File: src/rtl/mdl_comburst_det.sv
// SATA device-side COM burst detector: measures burst/idle run lengths and pulses on COMRESET/COMINIT or COMWAKE.
// Optional build macro MDL_COMDET_DEGLITCH_EN adds a 2-sample line filter (+1 clock on every latency).
module mdl_comburst_det #(
  parameter int BURST_MIN    = 150,
  parameter int BURST_MAX    = 170,
  parameter int WAKE_GAP_MIN = 152,
  parameter int WAKE_GAP_MAX = 168,
  parameter int INIT_GAP_MIN = 456,
  parameter int INIT_GAP_MAX = 504,
  parameter int NUM_GAPS     = 3
) (
  input  logic i_txclk,
  input  logic i_reset,
  input  logic i_rx_p,
  input  logic i_rx_n,
  output logic o_comreset,
  output logic o_comwake,
  output logic o_busy
);

  localparam int CW = $clog2(INIT_GAP_MAX + 2);
  localparam int MW = $clog2(NUM_GAPS + 1);
  localparam logic [CW-1:0] CNT_SAT = CW'(INIT_GAP_MAX + 1);
  localparam logic [CW-1:0] CNT_ONE = CW'(1);
  localparam logic [CW-1:0] B_MIN   = CW'(BURST_MIN);
  localparam logic [CW-1:0] B_MAX   = CW'(BURST_MAX);
  localparam logic [CW-1:0] W_MIN   = CW'(WAKE_GAP_MIN);
  localparam logic [CW-1:0] W_MAX   = CW'(WAKE_GAP_MAX);
  localparam logic [CW-1:0] I_MIN   = CW'(INIT_GAP_MIN);
  localparam logic [CW-1:0] I_MAX   = CW'(INIT_GAP_MAX);
  localparam logic [MW-1:0] M_FIRE  = MW'(NUM_GAPS);

  typedef enum logic [1:0] {S_IDLE, S_BURST, S_GAP} state_t;
  typedef enum logic [1:0] {C_NONE, C_WAKE, C_INIT} cls_t;

  logic act;
  logic line_q;
  logic line_vld;
  logic armed;

  // X/Z on either leg must read as idle, hence the case-equality compare.
  assign act = ((i_rx_p ^ i_rx_n) === 1'b1);

`ifdef MDL_COMDET_DEGLITCH_EN
  logic samp_q;
  logic samp_vld;

  always_ff @(posedge i_txclk) begin
    if (i_reset) begin
      samp_q   <= 1'b0;
      samp_vld <= 1'b0;
      line_q   <= 1'b0;
      line_vld <= 1'b0;
    end else begin
      samp_q   <= act;
      samp_vld <= 1'b1;
      if (samp_vld && (act == samp_q)) begin
        line_q   <= act;
        line_vld <= 1'b1;
      end
    end
  end
`else
  always_ff @(posedge i_txclk) begin
    if (i_reset) begin
      line_q   <= 1'b0;
      line_vld <= 1'b0;
    end else begin
      line_q   <= act;
      line_vld <= 1'b1;
    end
  end
`endif

  // A burst already in flight at reset release is skipped: IDLE must see a real idle sample first.
  always_ff @(posedge i_txclk) begin
    if (i_reset) armed <= 1'b0;
    else         armed <= armed | (line_vld & ~line_q);
  end

  state_t        state, state_nxt;
  cls_t          cls_q, cls_nxt, gap_cls;
  logic [CW-1:0] burst_cnt, burst_nxt;
  logic [CW-1:0] gap_cnt, gap_nxt;
  logic [MW-1:0] match_cnt, match_nxt;
  logic          bad_q, bad_nxt;
  logic          rst_nxt, wake_nxt, busy_nxt;

  always_ff @(posedge i_txclk) begin
    if (i_reset) begin
      state      <= S_IDLE;
      cls_q      <= C_NONE;
      burst_cnt  <= '0;
      gap_cnt    <= '0;
      match_cnt  <= '0;
      bad_q      <= 1'b0;
      o_comreset <= 1'b0;
      o_comwake  <= 1'b0;
      o_busy     <= 1'b0;
    end else begin
      state      <= state_nxt;
      cls_q      <= cls_nxt;
      burst_cnt  <= burst_nxt;
      gap_cnt    <= gap_nxt;
      match_cnt  <= match_nxt;
      bad_q      <= bad_nxt;
      o_comreset <= rst_nxt;
      o_comwake  <= wake_nxt;
      o_busy     <= busy_nxt;
    end
  end

  always_comb begin
    state_nxt = state;
    cls_nxt   = cls_q;
    burst_nxt = burst_cnt;
    gap_nxt   = gap_cnt;
    match_nxt = match_cnt;
    bad_nxt   = bad_q;
    rst_nxt   = 1'b0;
    wake_nxt  = 1'b0;
    gap_cls   = C_NONE;
    case (state)
      S_IDLE: begin
        match_nxt = '0;
        cls_nxt   = C_NONE;
        bad_nxt   = 1'b0;
        if (armed && line_q) begin
          state_nxt = S_BURST;
          burst_nxt = CNT_ONE;
        end
      end
      S_BURST: begin
        if (line_q) begin
          burst_nxt = (burst_cnt == CNT_SAT) ? burst_cnt : burst_cnt + CNT_ONE;
        end else begin
          state_nxt = S_GAP;
          gap_nxt   = CNT_ONE;
          bad_nxt   = bad_q | (burst_cnt < B_MIN) | (burst_cnt > B_MAX);
        end
      end
      S_GAP: begin
        if (!line_q) begin
          if (gap_cnt > I_MAX) begin
            state_nxt = S_IDLE;
            match_nxt = '0;
            cls_nxt   = C_NONE;
          end else begin
            gap_nxt = (gap_cnt == CNT_SAT) ? gap_cnt : gap_cnt + CNT_ONE;
          end
        end else begin
          if (gap_cnt >= W_MIN && gap_cnt <= W_MAX)      gap_cls = C_WAKE;
          else if (gap_cnt >= I_MIN && gap_cnt <= I_MAX) gap_cls = C_INIT;
          if (bad_q || gap_cls == C_NONE) begin
            match_nxt = '0;
            cls_nxt   = C_NONE;
          end else if (gap_cls == cls_q) begin
            match_nxt = match_cnt + MW'(1);
          end else begin
            match_nxt = MW'(1);
            cls_nxt   = gap_cls;
          end
          // Fire from the updated count in the same cycle so the pulse lands 2 clocks after the line edge.
          if (match_nxt == M_FIRE) begin
            rst_nxt   = (cls_nxt == C_INIT);
            wake_nxt  = (cls_nxt == C_WAKE);
            match_nxt = '0;
          end
          bad_nxt   = 1'b0;
          state_nxt = S_BURST;
          burst_nxt = CNT_ONE;
        end
      end
      default: state_nxt = S_IDLE;
    endcase
    busy_nxt = (state_nxt == S_BURST) || (match_nxt != '0);
  end

endmodule

File: config.mk
export PLATFORM = sky130hd
export DESIGN_NAME = mdl_comburst_det
export DESIGN_NICKNAME = d
export VERILOG_FILES = /design/src/rtl/mdl_comburst_det.sv
export SDC_FILE = /design/constraint.sdc
export NUM_CORES = 1
export LEC_CHECK = 0
export BUFFER_PORTS_ARGS = -buffer_cell sky130_fd_sc_hd__buf_2
export CORE_ASPECT_RATIO = 0.7
export CORE_MARGIN = 2
export CORE_UTILIZATION = 64
export DETAILED_ROUTE_END_ITERATION = 8
export PLACE_DENSITY_LB_ADDON = 0.3
export SETUP_SLACK_MARGIN = 0.15
export SLEW_MARGIN = 30
export SYNTH_ARGS = -nofsm -noshare
export SYNTH_HDL_FRONTEND = slang
export SYNTH_SLANG_ARGS = --single-unit
export TNS_END_PERCENT = 50
File: constraint.sdc
create_clock -name i_txclk -period 2.8 [get_ports i_txclk]
set_input_delay 0.42 -clock i_txclk [delete_from_list [all_inputs] [get_ports i_txclk]]
set_output_delay 0.42 -clock i_txclk [all_outputs]
set_load 0.01 [all_outputs]
After elaboration in Yosys (flattened, before gate mapping)
Cells that the tools add are included.
Storage, ports and cells
  flip-flop bits (word level): 31
  output and inout bits: 3
Cells by class
  bitwise operators: 8
  add/subtract/negate cells: 3
  mux-type cells: 38
  equality and inequality tests: 19
  magnitude comparators: 7
  reductions and logical operators: 16
Operators by type and width (number)
  $mux 9: 8
  $mux 2: 21
  $pmux 9 s3: 1
  $add 9x1->9 const B: 2
  $eq 9x9->1 const B: 2
  $pmux 9 s2: 1
  $ne 2x2->1 const B: 8
  $reduce_and 5->1: 2
  $ge 9x8->1 const B: 1
  $ge 9x9->1 const B: 1
  $gt 9x8->1 const B: 1
  $gt 9x9->1 const B: 1
  $le 9x8->1 const B: 1
  $le 9x9->1 const B: 1
  $lt 9x8->1 const B: 1
  $pmux 2 s2: 2
  $eq 2x1->1 const B: 3
  $eq 2x2->1 const B: 3
  $pmux 2 s3: 1
  $reduce_bool 2->1: 3
  $logic_not 2->1: 2
  $reduce_or 4->1: 1
  $logic_and 1x1->1: 3
  $mux 1: 3
  13 further kinds: 18

Logic depth before layout (Yosys ltp)
  word-level depth: 17
  gate-level depth with buffers: 7

Least setup slack after synthesis
No wires, ideal clock.
  kind: reg-to-reg
  start: register gap_cnt[0]
  end: register gap_cnt[8]
  path buffers: 0
  cell stages (with the launch flop): 8
  period minus slack after synthesis: 1888 ps
  setup time: 130 ps
  arrival: 1758 ps
  slack: 912 ps
  cell sequence: dfxtp_1 inv_1 ha_1 nor3b_1 o31ai_1 a21boi_0 a31oi_1 nor2_1
Between the ends
  longest elaborated chain between the ends: 5
RTL lines
  start: declaration: line 84  | logic [CW-1:0] gap_cnt, gap_nxt;
  start signal: assignment: line 104  | gap_cnt <= gap_nxt;
  $add 9x1->9: line 149  | gap_nxt = (gap_cnt == CNT_SAT) ? gap_cnt : gap_cnt + CNT_ONE;
  $mux 9: line 149
  $mux 9: line 144  | if (gap_cnt > I_MAX) begin
  $mux 9: line 143  | if (!line_q) begin
  $pmux 9 s2: line 123  | case (state)
Several ways; a longest one is shown, not always the timed one. The select of a mux whose other input is x is not followed.
A chain may end at the register's enable or synchronous reset.

Worst setup path after layout
  start: register gap_cnt[0]
  end: register gap_cnt[2]
Same word-level chain as after synthesis.

==> reports/summary.txt <==
Slowest stage delay, CP - 0.71 ns
Crit-path cells - inv_1, ha_1, nor3b_1, o31ai_1, a21boi_0, xnor2_1, nor2_1
Synth Register Bits - 31
DR iter-0 viols - 129
Die ar. - 2810 µm²
Number of max-cap violations - 0
Mapped cell area - 1530 µm²
Routed length per placed instance - 13.7 µm
First-pass GRT wire length - 5260 µm
Post-route ant nets - 0
Layout cells sized above 1 - 0.103
RR Startpoint - gap_cnt[0]
Status - finished, final reports clean
Slew Viols, Final - 0
Port buffer count - 6
Core Area - 2210 µm²
Die Span X - 62.5 µm
ANT cells - 0
Residual DRC count - 0
H-tree depth - 2
Post-synth ARST share - 0
CTS root buffer - clkbuf_4
Sequential power share - 0.602
Sw Share - 0.236
Fin. Hold Viols - 0
Worst-Margin Slew - 0.863 ns
I/O Pins - 7
Yosys warnings - 0
CP bufs+invs - 1
Grt ovf - 0
Synth Net Count - 187
Initial antenna violation count - 0
CTS tree - done
HP Start - i_rx_p
TNS Setup - 0 ns
Routed WL - 2980 µm
Area grow syn2layout - 5.80%
Min cycle time layout - 2.28 ns
Vias - 1,271
Synth cell types - 44
Fmax - 0.439 GHz
GPL Wtd Cong - 0.916
Total Power - 755 µW
RSZ-0062 raised after global routing - false
Logic gate share of total power - 0.051
Crit-path max FO - 8
Startpoint types - flop
PwrDens - 466 nW/µm²
Avg Cell Area, Syn - 8.60 µm²
Rows - 14
Cell leakage power - 0.580 nW
Nets - 194
Clock network power share - 0.346
Initial Utilization - 0.694
Crit path max-delay cell type - o31ai_1
Arrival @ worst endpoint - 2.48 ns
Worst setup path startpoint - gap_cnt[0]
Peak supply drop - 0.402 mV
Largest net degree at the start of global routing - 14
Setup crit end kind - flop
Worst-path clk slew - 0.09 ns
Clock sink total - 31
Final Skew - 0.0108 ns
Vias/cell - 5.86
Req. time, crit path - 3.01 ns
Register area share after synthesis - 0.405
CTS max path bufs - 2
Critical path type - flop to flop
R2R Setup Slk - 0.52 ns
Setup Viol. Count Final - 0
Postcts setup bufs - 0
Synth Flop Type - dfxtp_1
P_sw - 178 µW
Number of buffers created by CTS - 5
Fin crit share - 0.814
Number of global-route vias before repair - 1,180
Gate Count Post-Synth - 178
Post-CTS Resized - 0
Die H - 44.9 µm
Post-DP HPWL - 2250 µm
Drt first pass iters - 4
Worst slew margin - 0.420
EDFF count, synth - 0
Hold Crit Class - input port to flop
Internal power - 577 µW
# hold bufs at CTS - 0
Worst skew pair latency - 0.33 ns
GRT Util Overall - 0.247
Critical path's top delay family - compound AO/OA/AOI/OAI gates
## state kept, by name (all words and copies together), names as in the netlist
signal	count
burst_cnt	9
gap_cnt	9
cls_q	2
match_cnt	2
state	2
armed	1
bad_q	1
line_q	1
line_vld	1
o_busy	1
o_comreset	1
o_comwake	1
## per-stage QoR
stage                     std cells  hold slack [ns]  setup WS (ns)   util  cell area, µm²
after floorplan                 178            0.435          0.912      -            1530
after detailed placement        210            0.461          0.613  0.709            1560
after CTS                       217            0.334          0.585  0.734            1620
after global placement          210            0.446          0.810  0.709            1560
after global routing            217            0.380          0.273  0.734            1620
final                           217            0.339          0.522  0.734            1620
## final timing paths
kind,end,cells past startpoint
max,gap_cnt[2],7
min,line_q,3
max reg2reg,gap_cnt[2],7
min reg2reg,armed,2
## layer usage
metal,GRT usage,share of wire,wire length [µm],vias up
met2,0.391,0.42,1260,42
met3,0.0673,0.070,207,4
met4,0.0933,0.015,44,0
met5,0,0,0,-
li1,-,-,-,640
met1,0.331,0.49,1470,585
## cells in the final DEF (no fill, tap or decap), drive strengths merged, types with 3 or more instances in the layout
| cell | n |
|---|---|
| buf | 6 |
| nand3 | 11 |
| ha | 5 |
| dfxtp | 31 |
| nor2 | 23 |
| inv | 7 |
| o21ai | 9 |
| nor3 | 5 |
| and4 | 3 |
| nor3b | 3 |
| or3 | 3 |
| xnor2 | 11 |
| nand2 | 5 |
| nand2b | 4 |
| clkbuf | 6 |
| and3 | 4 |
| xor2 | 3 |
| a21oi | 14 |
## final cells by class
type / instances / area (µm²)
clock buffers: 6 / 51.3
clock inverters: 1 / 5.00
fillers: 187 / 587
inverters: 8 / 30.0
multi-input cells: 133 / 843
flip-flops and latches: 31 / 621
well taps: 32 / 40.0
repair buffers: 6 / 30.0
## kinds of logic after synthesis
| group | after synthesis | synth area share |
|---|---|---|
| xor+xnor | 14 | 0.0801 |
| fa+ha+maj | 5 | 0.0408 |
| compound gates | 40 | 0.164 |
| buf+inv | 14 | 0.0441 |
| simple gates | 74 | 0.266 |
| flops | 31 | 0.405 |
## power groups by stage
stage	clock network, mW	registers [mW]	logic (mW)
2_1_floorplan	0	0.462	0.0326
3_3_place_gp	0	0.465	0.0358
3_5_place_dp	0	0.465	0.0380
4_1_cts	0.270	0.455	0.0382
5_1_grt	0.284	0.456	0.0442
6_report	0.261	0.455	0.0387
## cells in the mapped netlist (all sizes together) (4+ instances only)
| cell type | count | area share |
|---|---|---|
| dfxtp | 31 | 0.41 |
| nor2 | 23 | 0.056 |
| a21oi | 14 | 0.046 |
| nand3 | 11 | 0.036 |
| xnor2 | 11 | 0.063 |
| o21ai | 9 | 0.029 |
| inv | 7 | 0.017 |
| ha | 5 | 0.041 |
| nand2 | 5 | 0.012 |
| nor3 | 5 | 0.016 |
| and3 | 4 | 0.016 |
| clkbuf | 4 | 0.0098 |
| nand2b | 4 | 0.016 |
## tightest hold or removal path, cell delays in order
cell and delay (ns):
buf_2 0.09, xnor2_1 0.05, nor2_1 0.07
No activity file was read; power rests on OpenSTA's default activity.
